### src/rtl/stopwatch_lap_ctrl.sv
// Stopwatch sequencing controller: run/stop/lap/clear FSM, tick gating with
// msec-to-sec carry, lap snapshot capture and live/lap display selection.
module stopwatch_lap_ctrl #(
  parameter  int unsigned MSEC_MAX  = 100,
  parameter  int unsigned SEC_MAX   = 60,
  parameter  int unsigned LAP_CNT_W = 4,
  localparam int unsigned MSEC_W    = $clog2(MSEC_MAX),
  localparam int unsigned SEC_W     = $clog2(SEC_MAX)
) (
  input  logic                 clk,
  input  logic                 reset,
  input  logic                 i_run_stop,
  input  logic                 i_clear,
  input  logic                 i_lap,
  input  logic                 i_tick,
  input  logic [MSEC_W-1:0]    i_msec,
  input  logic [SEC_W-1:0]     i_sec,
  output logic                 o_tick_en,
  output logic                 o_clear,
  output logic                 o_msec_inc,
  output logic                 o_sec_inc,
  output logic [MSEC_W-1:0]    o_disp_msec,
  output logic [SEC_W-1:0]     o_disp_sec,
  output logic [LAP_CNT_W-1:0] o_lap_cnt,
  output logic [1:0]           o_state
);

  typedef enum logic [1:0] {
    ST_STOP  = 2'b00,
    ST_RUN   = 2'b01,
    ST_LAP   = 2'b10,
    ST_CLEAR = 2'b11
  } state_t;

  localparam logic [MSEC_W-1:0]    MSEC_LAST = MSEC_W'(MSEC_MAX - 1);
  localparam logic [LAP_CNT_W-1:0] LAP_SAT   = '1;

  state_t             state;
  logic [MSEC_W-1:0]  lap_msec;
  logic [SEC_W-1:0]   lap_sec;

  // State, snapshot and lap counter; button priority run_stop > lap > clear
  always_ff @(posedge clk) begin
    if (!reset) begin
      state     <= ST_STOP;
      lap_msec  <= '0;
      lap_sec   <= '0;
      o_lap_cnt <= '0;
    end else begin
      case (state)
        ST_STOP: begin
          if (i_run_stop)   state <= ST_RUN;
          else if (i_clear) state <= ST_CLEAR;
        end
        ST_RUN: begin
          if (i_run_stop) begin
            state <= ST_STOP;
          end else if (i_lap) begin
            state    <= ST_LAP;
            lap_msec <= i_msec;
            lap_sec  <= i_sec;
            if (o_lap_cnt != LAP_SAT) o_lap_cnt <= o_lap_cnt + LAP_CNT_W'(1);
          end
        end
        ST_LAP: begin
          if (i_run_stop) state <= ST_STOP;
          else if (i_lap) state <= ST_RUN;
        end
        ST_CLEAR: begin
          state     <= ST_STOP;
          lap_msec  <= '0;
          lap_sec   <= '0;
          o_lap_cnt <= '0;
        end
        default: state <= ST_STOP;
      endcase
    end
  end

  // Moore decodes plus zero-latency increment strobes
  assign o_state     = state;
  assign o_tick_en   = (state == ST_RUN) || (state == ST_LAP);
  assign o_clear     = (state == ST_CLEAR);
  assign o_msec_inc  = i_tick && o_tick_en;
  assign o_sec_inc   = o_msec_inc && (i_msec == MSEC_LAST);
  assign o_disp_msec = (state == ST_LAP) ? lap_msec : i_msec;
  assign o_disp_sec  = (state == ST_LAP) ? lap_sec  : i_sec;

endmodule

### config.mk
export PLATFORM = sky130hd
export DESIGN_NAME = stopwatch_lap_ctrl
export DESIGN_NICKNAME = d
export VERILOG_FILES = /design/src/rtl/stopwatch_lap_ctrl.sv
export SDC_FILE = /design/constraint.sdc
export NUM_CORES = 1
export LEC_CHECK = 0
export ABC_AREA = 1
export BUFFER_PORTS_ARGS = -buffer_cell sky130_fd_sc_hd__buf_2
export CORE_UTILIZATION = 40
export DETAILED_ROUTE_END_ITERATION = 7
export PLACE_DENSITY = 0.68
export SYNTH_ARGS = -nofsm -noshare
export SYNTH_HDL_FRONTEND = slang
export SYNTH_SLANG_ARGS = --single-unit
### constraint.sdc
create_clock -name clk -period 2.8 [get_ports clk]
set_clock_uncertainty 0.2 [all_clocks]
set_input_delay 0.84 -clock clk [delete_from_list [all_inputs] [get_ports clk]]
set_output_delay 0.84 -clock clk [all_outputs]
set_load 0.1 [all_outputs]
==> results_dict.tcl, run 1 <==
set metrics [dict create \
    outcome "complete, no violations" \
    clock-sinks 19 \
    cp_common_cell "buf_12" \
    drive_gt1_share_pct 35.05 \
    utilization_pct 65.65 \
    core_area_um2 2590 \
    finalHoldViolCount 0 \
    cp_num_buf_inv 3 \
    insertion_delay_ns 0.29 \
    multi_input_area_um2 743.2 \
    slowest_stage "dfxtp_4" \
    synth-edff-count 0 \
    synth.distinct_cells 18 \
    worstPathArrival_ns 1.69 \
    dieHeight_um 55.33 \
    cts-root-buf "clkbuf_4" \
    clockBufferDepth 2 \
    area_growth_syn_to_layout_pct 49.50 \
    maxSlewHeadroom_pct 66.53 \
    synth_top_area_share_pct 33.44 \
    ys_ff_latch 19 \
    startpoint_type "register" \
    std_cell_rows 18 \
    synth_common_cells "41 x nand2_1, 20 x a21oi_1, 19 x dfxtp_1" \
    die_w_um 55.33 \
    vias_per_cell 5.415 \
    slowest_delay_ns 0.39 \
    peakVddDrop_v 0.0005239 \
    clk_pin_slew_ns 0.12 \
    ioPinCount 42 \
    dpl_cell_area_um2 1660 \
    synth.most_common_cell "nand2_1" \
    final_area_um2 1700 \
    crit_required_ns 1.76 \
    antenna_found_initial 0 \
    num-fill-cells 221 \
    cts_tree "yes" \
    wl_per_cell_um 12.95 \
    dieArea_um2 3061 \
    max-cap-violations 0 \
    syn-cell-area_um2 1137 \
    setup_violations 0 \
    fin_nets 222 \
    final.period_utilization_pct 97.57 \
    rsz0062_at_grt "no" \
    grt_pass1_vias 1134 \
    hold_path.class "register to register" \
    p_per_area_nw_per_um2 622.3 \
    wl_um 2901 \
    yosysWarnings 0 \
    postRouteAntennaNets 0 \
    drt_iter0_drc 18 \
    initial_core_util_pct 43.91 \
    drc 0 \
    drv_slew 0 \
    synth_nets 182 \
    place_congestion 0.7764 \
    period_needed_ns 2.732 \
    ys_top_cells_by_area "dfxtp_1 33%, nand2_1 14%, mux2_2 8.9%, a21oi_1 8.8%, ha_1 8.8%" \
    dp.final_hpwl_um 2163 \
    port_buffers 41 \
    seq_area_frac_synth_pct 33.44 \
    crit_type "register to output port" \
    grt_pass1_wl_um 4816 \
    cts_setup_buffers 0 \
    register_area_um2 387.9 \
    vias 1213 \
    yosysTopAreaCell "dfxtp_1" \
    drt-pass1-iter-count 4 \
    async_reset_ff_share_pct 0 \
    p_leak_nw 0.7669 \
    timing.fmax_mhz 366.1 \
    grt.total_usage_pct 19.43 \
    crit_family "buffers and inverters" \
    worst_slew_pin_slew_ns 0.5008 \
    grt_max_degree 18 \
    avgSynthCellArea_um2 7.338 \
    num_antenna_cells 0 \
    synthFlopType "dfxtp_1" \
    htreeDepth 1 \
    crit_path_max_fanout 15 \
    syn_inst 155 \
    grt_overflow_total 0 \
    cts_buffers 3 \
    critPathCaptureType "output port" \
    crit_chain "inv_4 > ha_1 > buf_12 > mux2_2 > buf_12" \
]
==> worst paths after layout <==
kind	from	to	slack [ns]	cells past startpoint
max	o_state[0]	o_disp_sec[5]	0.07	5
min	lap_sec[4]	lap_sec[4]	0.27	2
max reg2reg	o_state[0]	lap_sec[1]	0.74	6
min reg2reg	lap_sec[4]	lap_sec[4]	0.27	2
==> registers in the layout, summed over array words and instances, names as in the netlist <==
register / flops
lap_msec: 7
lap_sec: 6
o_lap_cnt: 4
o_state: 2
==> power breakdown <==
part	total (mW)	internal, mW	leakage [nW]	switching, mW
sequential	0.313	0.294	0.156	0.0192
combinational	0.600	0.189	0.594	0.411
clock	0.145	0.0532	0.0177	0.0916
total	1.06	0.536	0.767	0.522
==> metal layers <==
layer / wire length (µm) / global-route usage (%) / vias to the layer above
li1: - / - / 602
met1: 1234 / 21.60 / 572
met2: 1488 / 36.83 / 35
met3: 135 / 2.576 / 4
met4: 42 / 7.500 / 0
met5: 0 / 0 / -
==> cell type report <==
cell class / count / area share [%]
Sequential cell: 19 / 22.81
Clock inverter: 1 / 0.2943
Inverter: 13 / 3.164
Tap cell: 30 / 2.208
Multi-Input combinational cell: 116 / 43.71
Timing Repair Buffer: 42 / 26.49
Clock buffer: 3 / 1.325
==> cell families (layout without fill, tap and decap cells) <==
logic type	after synthesis	after routing	synth area share [%]
AO/OA/AOI/OAI	26	26	12.43
adder cells (fa/ha/maj)	8	8	8.801
AND/OR/NAND/NOR	73	73	28.16
buffers and inverters	20	59	8.250
multiplexers	9	9	8.911
flip-flops	19	19	33.44
==> placed cells by master (no fill, tap or decap), drive strengths merged <==
master,n
nand2,42
buf,42
a21oi,20
dfxtp,19
nand4,12
inv,12
nand3,10
mux2,9
nor2,8
ha,8
o21ai,6
clkbuf,3
clkinv,2
nor3,1
==> worst min-delay path, delay by kind of cell (launching register included) <==
family / cells / cell delay (ns)
simple gates: 1 / 0.06
flops: 1 / 0.33
compound gates: 1 / 0.05
==> stage by stage <==
stage / TNS [ns] / std cells / worst slack, ns / hold slack [ns] / power, mW
after floorplan: -0.2812 / 155 / -0.2285 / 0.2393 / 0.7620
after global placement: 0 / 220 / 0.1082 / 0.2499 / 0.9052
after detailed placement: 0 / 220 / 0.09738 / 0.2604 / 0.9150
after CTS: 0 / 224 / 0.03401 / 0.2770 / 1.060
after global routing: 0 / 224 / 0.009210 / 0.3033 / 1.105
final: 0 / 224 / 0.06817 / 0.2736 / 1.058
==> timing repair <==
item	in CTS	in global routing
resized for setup	1	2
endpoints found under the setup margin	5	3
hold buffers	0	0
hold endpoints to repair	0	0
No activity file was read; power rests on OpenSTA's default activity.
==> inputs of run 2 (changes only) <==
Settings changed: ABC_CLOCK_PERIOD_IN_PS set to 3200, GPL_ROUTABILITY_DRIVEN set to 0.
Clock period 2.8 ns to 3.2 ns, I/O delays scaled along.
==> run 2 against run 1 <==
Net effect:
- non-clock buffer count is 1 lower
- global-route usage decreased by 1.1 points
- first-iteration DRC count is 78% higher
- total power down 23%
- register-to-register slack better by 0.41 ns
- critical path type unchanged
- largest power group unchanged
- combinational power decreased by 29%
- clock-buffer cell count did not move
==> results_dict.tcl, run 2 (same netlist as run 1, synthesis figures left out) <==
set metrics [dict create \
    dieArea_um2 3061 \
    drc 0 \
    cts_buffers 3 \
    layout_common_cells "40 x nand2_1, 40 x buf_2, 20 x a21oi_1, 17 x dfxtp_1, 12 x nand4_1" \
    postRouteAntennaNets 0 \
    dpl_cell_area_um2 1395 \
    drv_slew 0 \
    setup_violations 0 \
    area_growth_syn_to_layout_pct 25.30 \
    wl_per_cell_um 12.37 \
    worst_slew_pin_slew_ns 0.4867 \
    intPower_mw 0.3893 \
    largest-register "lap_msec" \
    maxSlewHeadroom_pct 67.35 \
    largest_reg_flops 7 \
    clockBufferDepth 2 \
    grt.total_usage_pct 18.38 \
    dieHeight_um 55.33 \
    period_needed_ns 3.038 \
    initial_core_util_pct 43.91 \
    clock-sinks 19 \
    cts-root-buf "clkbuf_4" \
    hold_buffers 0 \
    crit_type "register to output port" \
    ioPinCount 42 \
    finalHoldViolCount 0 \
    num_antenna_cells 0 \
    max-cap-violations 0 \
    p_per_area_nw_per_um2 575.4 \
    seqPwrFrac_pct 33.2 \
    setup_tns_ns 0 \
    htreeDepth 1 \
    grt_max_degree 18 \
    vias_per_cell 5.368 \
    peakVddDrop_v 0.0003967 \
    timing.fmax_mhz 329.2 \
    rsz0062_at_grt "no" \
    port_buffers 41 \
    crit_path_max_fanout 15 \
    hold_path.class "register to register" \
    dp.final_hpwl_um 2127 \
    num-fill-cells 259 \
    p_leak_nw 0.6602 \
    antenna_found_initial 0 \
    std_cell_rows 18 \
    wl_um 2759 \
    power_mw 0.8200 \
    clk_pin_slew_ns 0.12 \
    vias 1197 \
    drive_gt1_share_pct 35.23 \
    final_area_um2 1425 \
    final.period_utilization_pct 94.93 \
    outcome "complete, no violations" \
    grt_overflow_total 0 \
    startpoint_type "register" \
    power.share.combinational_pct 51.9 \
    fin_nets 221 \
    insertion_delay_ns 0.29 \
    p_sw_mw 0.4307 \
    p_clk_share_pct 14.9 \
    worstPathArrival_ns 1.88 \
    crit_required_ns 2.04 \
    core_area_um2 2590 \
    cts_resized 1 \
    cts_tree "yes" \
    die_w_um 55.33 \
    swShare_pct 52.52 \
    hold_ws_ns 0.2728 \
    critPathCaptureType "output port" \
    grt_pass1_wl_um 4657 \
    grt_pass1_vias 1110 \
    reg_top3 "lap_msec x7, lap_sec x6, o_lap_cnt x4" \
    cts_setup_buffers 0 \
    drt-pass1-iter-count 4 \
    drt_iter0_drc 32 \
]
[run 2: cell types whose count changed in the layout (fill, tap and decap cells not counted), moves of 2 or more]
cell | before | now
buf_12 | 16 | 1
buf_2 | 26 | 40
mux2_2 | 5 | 9
mux2_4 | 4 | 0
o21ai_2 | 0 | 3
o21ai_4 | 4 | 1
inv_2 | 1 | 3
inv_4 | 2 | 0
[run 2: worst max-delay path: stages (launching register included)]
cell and delay (ns):
dfxtp_4 0.38, inv_2 0.11, ha_2 0.42, mux2_2 0.39
buf_2 0.29
[run 2: path summary, 6_finish.rpt]
| kind | start | end | slack [ns] | cells after the start |
|---|---|---|---|---|
| setup / recovery | o_state[0] | o_disp_msec[1] | 0.16 | 4 |
| hold / removal | lap_msec[3] | lap_msec[3] | 0.27 | 2 |
| setup reg to reg | o_state[1] | lap_msec[4] | 1.15 | 6 |
| hold reg to reg | lap_msec[3] | lap_msec[3] | 0.27 | 2 |
[run 2: stage by stage]
stage / std cells / setup WS, ns / utilization [%]
5_1_grt: 223 / 0.07094 / 55.02
4_1_cts: 223 / 0.1400 / 55.02
3_5_place_dp: 219 / 0.2701 / 53.86
6_report: 223 / 0.1623 / 55.02
2_1_floorplan: 155 / -0.01969 / -
3_3_place_gp: 219 / 0.3110 / 53.86
[run 2: layer usage]
layer / routed length, µm / GRT usage, % / vias up
met1: 1184 / 21.27 / 551
met3: 139 / 2.576 / 4
met2: 1411 / 33.91 / 42
met5: 0 / 0 / -
li1: - / - / 600
met4: 24 / 6.786 / 0
[run 2: layout make-up]
type | count | area, µm² | area share (%)
Tap cell | 30 | 37.54 | 2.634
Clock inverter | 1 | 5.005 | 0.3512
Timing Repair Buffer | 41 | 220.2 | 15.45
Inverter | 13 | 48.80 | 3.424
Sequential cell | 19 | 387.9 | 27.22
Clock buffer | 3 | 22.52 | 1.580
Multi-Input combinational cell | 116 | 703.2 | 49.34
[run 2: power by group through the flow]
stage / registers (mW) / logic (mW) / clock network [mW]
floorplan: 0.311 / 0.340 / 0
global placement: 0.276 / 0.422 / 0
detailed placement: 0.278 / 0.425 / 0
CTS: 0.273 / 0.427 / 0.127
global route: 0.276 / 0.450 / 0.134
finish: 0.272 / 0.425 / 0.122
